[src/rtl/sort_data_loader_pkg.sv]
// sort_data_loader_pkg: FSM encodings and sizing defaults shared with the data memory and sort CPU top
package sort_data_loader_pkg;
  localparam int N_WORDS_DEF         = 10;
  localparam int DATA_W_DEF          = 16;
  localparam int ADDR_W_DEF          = 4;
  localparam int LED_W_DEF           = 10;
  localparam int DEBOUNCE_CYCLES_DEF = 1000000;
  typedef enum logic [1:0] {
    LOAD    = 2'd0,
    WRITE   = 2'd1,
    RELEASE = 2'd2,
    DONE    = 2'd3
  } state_t;
endpackage

[src/rtl/sort_data_loader_if.sv]
// sort_data_loader_if: button/switch inputs and data-memory write/status outputs of the loader
interface sort_data_loader_if import sort_data_loader_pkg::*; #(
  parameter int DATA_W = DATA_W_DEF,
  parameter int ADDR_W = ADDR_W_DEF,
  parameter int LED_W  = LED_W_DEF
);
  logic              btn_in;
  logic [DATA_W-1:0] sw_data;
  logic              wr_en;
  logic [ADDR_W-1:0] wr_addr;
  logic [DATA_W-1:0] wr_data;
  logic [LED_W-1:0]  display_led;
  logic              over;
  logic              cpu_start;
  modport master (
    input  btn_in, sw_data,
    output wr_en, wr_addr, wr_data, display_led, over, cpu_start
  );
  modport slave (
    output btn_in, sw_data,
    input  wr_en, wr_addr, wr_data, display_led, over, cpu_start
  );
endinterface

[src/rtl/btn_debounce_edge.sv]
// btn_debounce_edge: synchronises a raw button, accepts a level after DEBOUNCE_CYCLES stable cycles, pulses on accepted rise
module btn_debounce_edge import sort_data_loader_pkg::*; #(
  parameter int DEBOUNCE_CYCLES = DEBOUNCE_CYCLES_DEF
) (
  input  logic Clk,
  input  logic Clr,
  input  logic btn_in,
  output logic stable,
  output logic press
);
  localparam int CW = $clog2(DEBOUNCE_CYCLES + 1);
  logic [1:0]    sync;
  logic [CW-1:0] cnt;
  logic          btn_s, hit;
  assign btn_s = sync[1];
  assign hit   = (btn_s != stable) && (cnt == CW'(DEBOUNCE_CYCLES - 1));
  always_ff @(posedge Clk or posedge Clr)
    if (Clr) begin
      sync   <= '0;
      cnt    <= '0;
      stable <= 1'b0;
      press  <= 1'b0;
    end else begin
      sync   <= {sync[0], btn_in};
      cnt    <= (btn_s == stable || hit) ? '0 : cnt + 1'b1;
      stable <= hit ? btn_s : stable;
      press  <= hit & btn_s;
    end
endmodule

[src/rtl/sort_data_loader.sv]
// sort_data_loader: loads N_WORDS switch words into data memory on debounced presses, then starts the sort CPU
module sort_data_loader import sort_data_loader_pkg::*; #(
  parameter int N_WORDS         = N_WORDS_DEF,
  parameter int DATA_W          = DATA_W_DEF,
  parameter int ADDR_W          = ADDR_W_DEF,
  parameter int LED_W           = LED_W_DEF,
  parameter int DEBOUNCE_CYCLES = DEBOUNCE_CYCLES_DEF
) (
  input logic              Clk,
  input logic              Clr,
  sort_data_loader_if.master bus
);
  if (N_WORDS > 2**ADDR_W || N_WORDS > LED_W) begin : g_bad_cfg
    $error("N_WORDS exceeds address space or LED count");
  end
  localparam logic [ADDR_W-1:0] LAST    = ADDR_W'(N_WORDS - 1);
  localparam logic [LED_W-1:0]  LED_RST = {1'b1, {(LED_W-1){1'b0}}};
  state_t            state, state_n;
  logic [ADDR_W-1:0] idx, idx_n, addr_n;
  logic [DATA_W-1:0] data_n;
  logic [LED_W-1:0]  led_n;
  logic              wr_en_n, over_n, start_n, stable, press;
  btn_debounce_edge #(.DEBOUNCE_CYCLES(DEBOUNCE_CYCLES)) u_db (
    .Clk    (Clk),
    .Clr    (Clr),
    .btn_in (bus.btn_in),
    .stable (stable),
    .press  (press)
  );
  always_comb begin
    state_n = state;
    idx_n   = idx;
    addr_n  = bus.wr_addr;
    data_n  = bus.wr_data;
    led_n   = bus.display_led;
    over_n  = bus.over;
    wr_en_n = 1'b0;
    start_n = 1'b0;
    case (state)
      LOAD: if (press) begin
        state_n = WRITE;
        addr_n  = idx;
        data_n  = bus.sw_data;
        wr_en_n = 1'b1;
      end
      WRITE: if (idx == LAST) begin
        state_n = DONE;
        over_n  = 1'b1;
        start_n = 1'b1;
        led_n   = '0;
      end else begin
        state_n = RELEASE;
        idx_n   = idx + 1'b1;
        led_n   = bus.display_led >> 1;
      end
      // a bouncing release must fully settle low before the next press can arm
      RELEASE: state_n = stable ? RELEASE : LOAD;
      default: ;
    endcase
  end
  always_ff @(posedge Clk or posedge Clr)
    if (Clr) begin
      state           <= LOAD;
      idx             <= '0;
      bus.wr_en       <= 1'b0;
      bus.wr_addr     <= '0;
      bus.wr_data     <= '0;
      bus.display_led <= LED_RST;
      bus.over        <= 1'b0;
      bus.cpu_start   <= 1'b0;
    end else begin
      state           <= state_n;
      idx             <= idx_n;
      bus.wr_en       <= wr_en_n;
      bus.wr_addr     <= addr_n;
      bus.wr_data     <= data_n;
      bus.display_led <= led_n;
      bus.over        <= over_n;
      bus.cpu_start   <= start_n;
    end
endmodule

[src/flat_wrapper.sv]
// flat-port wrapper written by rule: the top's interface ports become plain ports
module sort_data_loader_flat import sort_data_loader_pkg::*;
#(
  parameter int N_WORDS         = N_WORDS_DEF,
  parameter int DATA_W          = DATA_W_DEF,
  parameter int ADDR_W          = ADDR_W_DEF,
  parameter int LED_W           = LED_W_DEF,
  parameter int DEBOUNCE_CYCLES = DEBOUNCE_CYCLES_DEF
)
  (Clk, Clr, bus_btn_in, bus_sw_data, bus_wr_en, bus_wr_addr, bus_wr_data, bus_display_led, bus_over, bus_cpu_start);
  sort_data_loader_if #(.DATA_W(DATA_W), .ADDR_W(ADDR_W), .LED_W(LED_W)) bus_i ();
  input logic Clk;
  input logic Clr;
  input wire logic [$bits(bus_i.btn_in)-1:0] bus_btn_in;
  input wire logic [$bits(bus_i.sw_data)-1:0] bus_sw_data;
  output wire logic [$bits(bus_i.wr_en)-1:0] bus_wr_en;
  output wire logic [$bits(bus_i.wr_addr)-1:0] bus_wr_addr;
  output wire logic [$bits(bus_i.wr_data)-1:0] bus_wr_data;
  output wire logic [$bits(bus_i.display_led)-1:0] bus_display_led;
  output wire logic [$bits(bus_i.over)-1:0] bus_over;
  output wire logic [$bits(bus_i.cpu_start)-1:0] bus_cpu_start;
  assign bus_i.btn_in = bus_btn_in;
  assign bus_i.sw_data = bus_sw_data;
  assign bus_wr_en = bus_i.wr_en;
  assign bus_wr_addr = bus_i.wr_addr;
  assign bus_wr_data = bus_i.wr_data;
  assign bus_display_led = bus_i.display_led;
  assign bus_over = bus_i.over;
  assign bus_cpu_start = bus_i.cpu_start;
  sort_data_loader #(.N_WORDS(N_WORDS), .DATA_W(DATA_W), .ADDR_W(ADDR_W), .LED_W(LED_W), .DEBOUNCE_CYCLES(DEBOUNCE_CYCLES)) u_core (.Clk(Clk), .Clr(Clr), .bus(bus_i));
endmodule
[config.mk]
export PLATFORM = sky130hd
export DESIGN_NAME = sort_data_loader_flat
export DESIGN_NICKNAME = d
export VERILOG_FILES = /design/src/rtl/sort_data_loader_pkg.sv /design/src/rtl/sort_data_loader_if.sv /design/src/rtl/btn_debounce_edge.sv /design/src/rtl/sort_data_loader.sv /design/src/flat_wrapper.sv
export SDC_FILE = /design/constraint.sdc
export NUM_CORES = 1
export LEC_CHECK = 0
export BUFFER_PORTS_ARGS = -buffer_cell sky130_fd_sc_hd__buf_2
export CORE_ASPECT_RATIO = 0.75
export CORE_MARGIN = 3
export CORE_UTILIZATION = 45
export CTS_BUF_LIST = sky130_fd_sc_hd__clkbuf_4
export DETAILED_ROUTE_END_ITERATION = 8
export MAX_ROUTING_LAYER = met4
export PLACE_DENSITY = 0.63
export SYNTH_ARGS = -nofsm -noshare
export SYNTH_HDL_FRONTEND = slang
export SYNTH_SLANG_ARGS = --single-unit
[constraint.sdc]
create_clock -name Clk -period 2.43 [get_ports Clk]
set_clock_uncertainty 0.1 [all_clocks]
set_input_delay 0.486 -clock Clk [delete_from_list [all_inputs] [get_ports Clk]]
set_output_delay 0.486 -clock Clk [all_outputs]
set_load 0.005 [all_outputs]
==> summary.txt <==
Power and ir drop
  • PwrDens: roughly 570 nW/um^2
  • Worst VDD drop: about 0.40 mV
  • P_leak: between 1.5 and 2 nW

CTS
  • Postcts setup bufs: 0
  • CTS Buf Count: 9
  • Clock buffer depth: 2
  • Cts repair resizes: 0
  • Worst-path clk slew: 0.10 ns
  • Hold_buf cts: 0
  • CTS H-tree lvls: 3
  • Clk sinks: 63
  • Root buffer cell: clkbuf_4
  • CTS tree: built
  • Clock latency on the worst-skew pair: 0.40 ns

Place
  • IO Port Bufs: 51
  • Dpl ws: between 0.2 and 0.3 ns
  • Post-detail-place hpwl: ~3400 um
  • Placer Congestion: between 0.7 and 0.8
  • Placed cell count: approximately 360
  • Area after DPL: around 3100 um^2

Final layout
  • Final instance area: between 3000 and 4000 um^2
  • Commonest non-fill, non-tap cell in the layout: dfrtp_1
  • Most frequent cells in the layout: 62 x dfrtp_1, 51 x buf_2, 23 x nor2_1
  • Fin nets: about 330
  • # diodes: 0
  • Proportion of layout cells with a drive suffix above 1: 0.330
  • Finished Layout Cells: ~380
  • Area grow syn2layout: 19.9%

Route
  • Drt pass-1 iters: 4
  • Met3 wire len: 221 um
  • Met1 wire length: ~2400 um
  • DR vias: 1832
  • DR top layer: met4
  • Detailed Route WL: 4870 um
  • 1st-iter DRT viols: between 50 and 60
  • Mean number of vias per cell: ~4.8
  • DRC: 0
  • Met2 wire len: roughly 2200 um
  • Wire per inst: between 10 and 15 um
  • Post-route ant nets: 0

STA
  • Setup TNS: 0 ns
  • Final Max Slew Viols: 0
  • Fin crit share: 0.901
  • FMAX: around 460 MHz
  • RSZ-0062 raised after global routing: no
  • Worst Tran Pin Value: ~0.74 ns
  • Final hold slack: around 0.035 ns
  • Minimum clock period: ~2.2 ns
  • Final worst slack: between 0.2 and 0.25 ns
  • Finish-stage setup viols: 0
  • Fin. Hold Viols: 0
  • Max-Slew Margin vs Limit: 0.505

Status
  • Status: finished clean

Synthesis
  • Mapped Nets: between 200 and 300
  • Mapped Cells: 234
  • Seq/Total Area, Yosys: 0.589
  • Mapped Avg Cell Area: about 11 um^2
  • Top cells by area, synth: dfrtp_1 58%, mux2_2 8.4%, xnor2_1 4.9%
  • Unique cell type count in the Yosys netlist: 32
  • Ys Warns: 0
  • #FFs+latches synth: 63
  • Mapped Area: 2680 um^2
  • Yosys top cell area share: 0.579
  • Cell taking the most area after synthesis: dfrtp_1

Worst setup path
  • CP Buf/Inv Count: 0
  • Worst EP required: about 2.6 ns
  • Critical setup path kind: reg -> reg
  • CP Launch Type: register
  • CP top delay family: simple AND/OR/NAND/NOR gates
  • Slowest CP cell: or4_1
  • WP data arrival: around 2.4 ns
  • Crit path max fanout: 5
  • CP Capture Type: register
  • CP Cell Sequence: or4_1, or4_4, nor2_2, mux2_2
  • R2r setup slk: roughly 0.24 ns
  • Largest stage delay on the critical path: between 0.5 and 0.6 ns

Global route
  • Largest net degree at the start of global routing: 64
  • First-pass GRT wire length: roughly 8100 um
  • Vias in the first global route: roughly 1700
  • Initial antenna violation count: 0
  • Gr usage total: 0.159
  • Grt total ovfl: 0

Die
  • I/O pins: 52
  • Die height: about 73 um
  • Die width: 95.1 um
  • Die ar.: 6930 um^2
  • Initial Utilization: 0.483
  • FP Rows: 23
  • Placeable Area: ~5600 um^2

Worst hold path
  • Hold Path Class: in -> async

Run
  • Max Cap Viol: 0
## through the flow
step           total power [W]  utilization
2_1_floorplan          0.00114            -
3_3_place_gp           0.00118        0.556
3_5_place_dp           0.00118        0.556
4_1_cts                0.00185        0.579
5_1_grt                0.00191        0.579
6_report               0.00182        0.579
## routing by layer
metal  vias up  track usage
met4         0       0.0480
met5         -            -
met3         6       0.0680
met2        37        0.223
met1       871        0.211
li1        918            -
## power by group
part / total [W] / switching (W) / internal [W]
clock: 0.000664 / 0.000350 / 0.000313
sequential: 0.00108 / 0.0000110 / 0.00107
combinational: 0.0000825 / 0.0000426 / 0.0000399
total: 0.00182 / 0.000404 / 0.00142
## registers in the layout, summed over array words and instances (netlist names), 2 cells and up
| register | flops |
|---|---|
| u_core.bus.wr_addr | 4 |
| u_core.state | 2 |
| u_core.bus.display_led | 10 |
| u_core.bus.wr_data | 16 |
| u_core.u_db.cnt | 20 |
| u_core.u_db.sync | 2 |
| u_core.idx | 4 |
## synth_stat cells, drive strengths merged
library cell,n
nor2,24
a21oi,3
nand2b,1
inv,21
o21ai,16
and3,1
or4b,1
buf,3
o21a,1
and3b,1
mux2,20
a21o,1
xnor2,15
dfrtp,62
or4,2
mux2i,2
ha,7
nor3,5
dfstp,1
a31o,1
nand3,6
clkbuf,2
nand2,19
nor4,6
xor2,4
nand4b,2
nand4,6
nor2b,1
## final cells by class
type,instances,area (um^2)
Multi-Input combinational cell,145,997
Fill cell,489,2340
Inverter,21,78.8
Tap cell,75,93.8
Clock inverter,5,50.0
Sequential cell,63,1580
Timing Repair Buffer,59,340
Clock buffer,10,75.1
## worst reg2reg max path, cell delays in order, from the launching register on
cell,delay (ns)
dfrtp_1,0.44
or4_1,0.53
or4_4,0.52
nor2_2,0.15
mux2_2,0.34
## cells by family after synthesis
group	Yosys count	share of synthesized area
buf+inv	26	0.0392
xor+xnor	19	0.0621
simple gates	75	0.137
mux	22	0.0915
flops	63	0.589
compound gates	22	0.0486
fa+ha+maj	7	0.0327
## path summary, 6_finish.rpt
| path | end | from | cells past startpoint |
|---|---|---|---|
| max | u_core.u_db.stable | u_core.u_db.cnt[12] | 4 |
| min | u_core.bus.over | Clr | 3 |
| max reg2reg | u_core.u_db.stable | u_core.u_db.cnt[12] | 4 |
| min reg2reg | u_core.u_db.sync[1] | u_core.u_db.sync[0] | 0 |
| max in group asynchronous | u_core.bus.display_led[9] | Clr | 3 |
| min in group Clk | u_core.u_db.sync[0] | bus_btn_in | 1 |
Note: power is estimated with default switching activity, not from simulation.
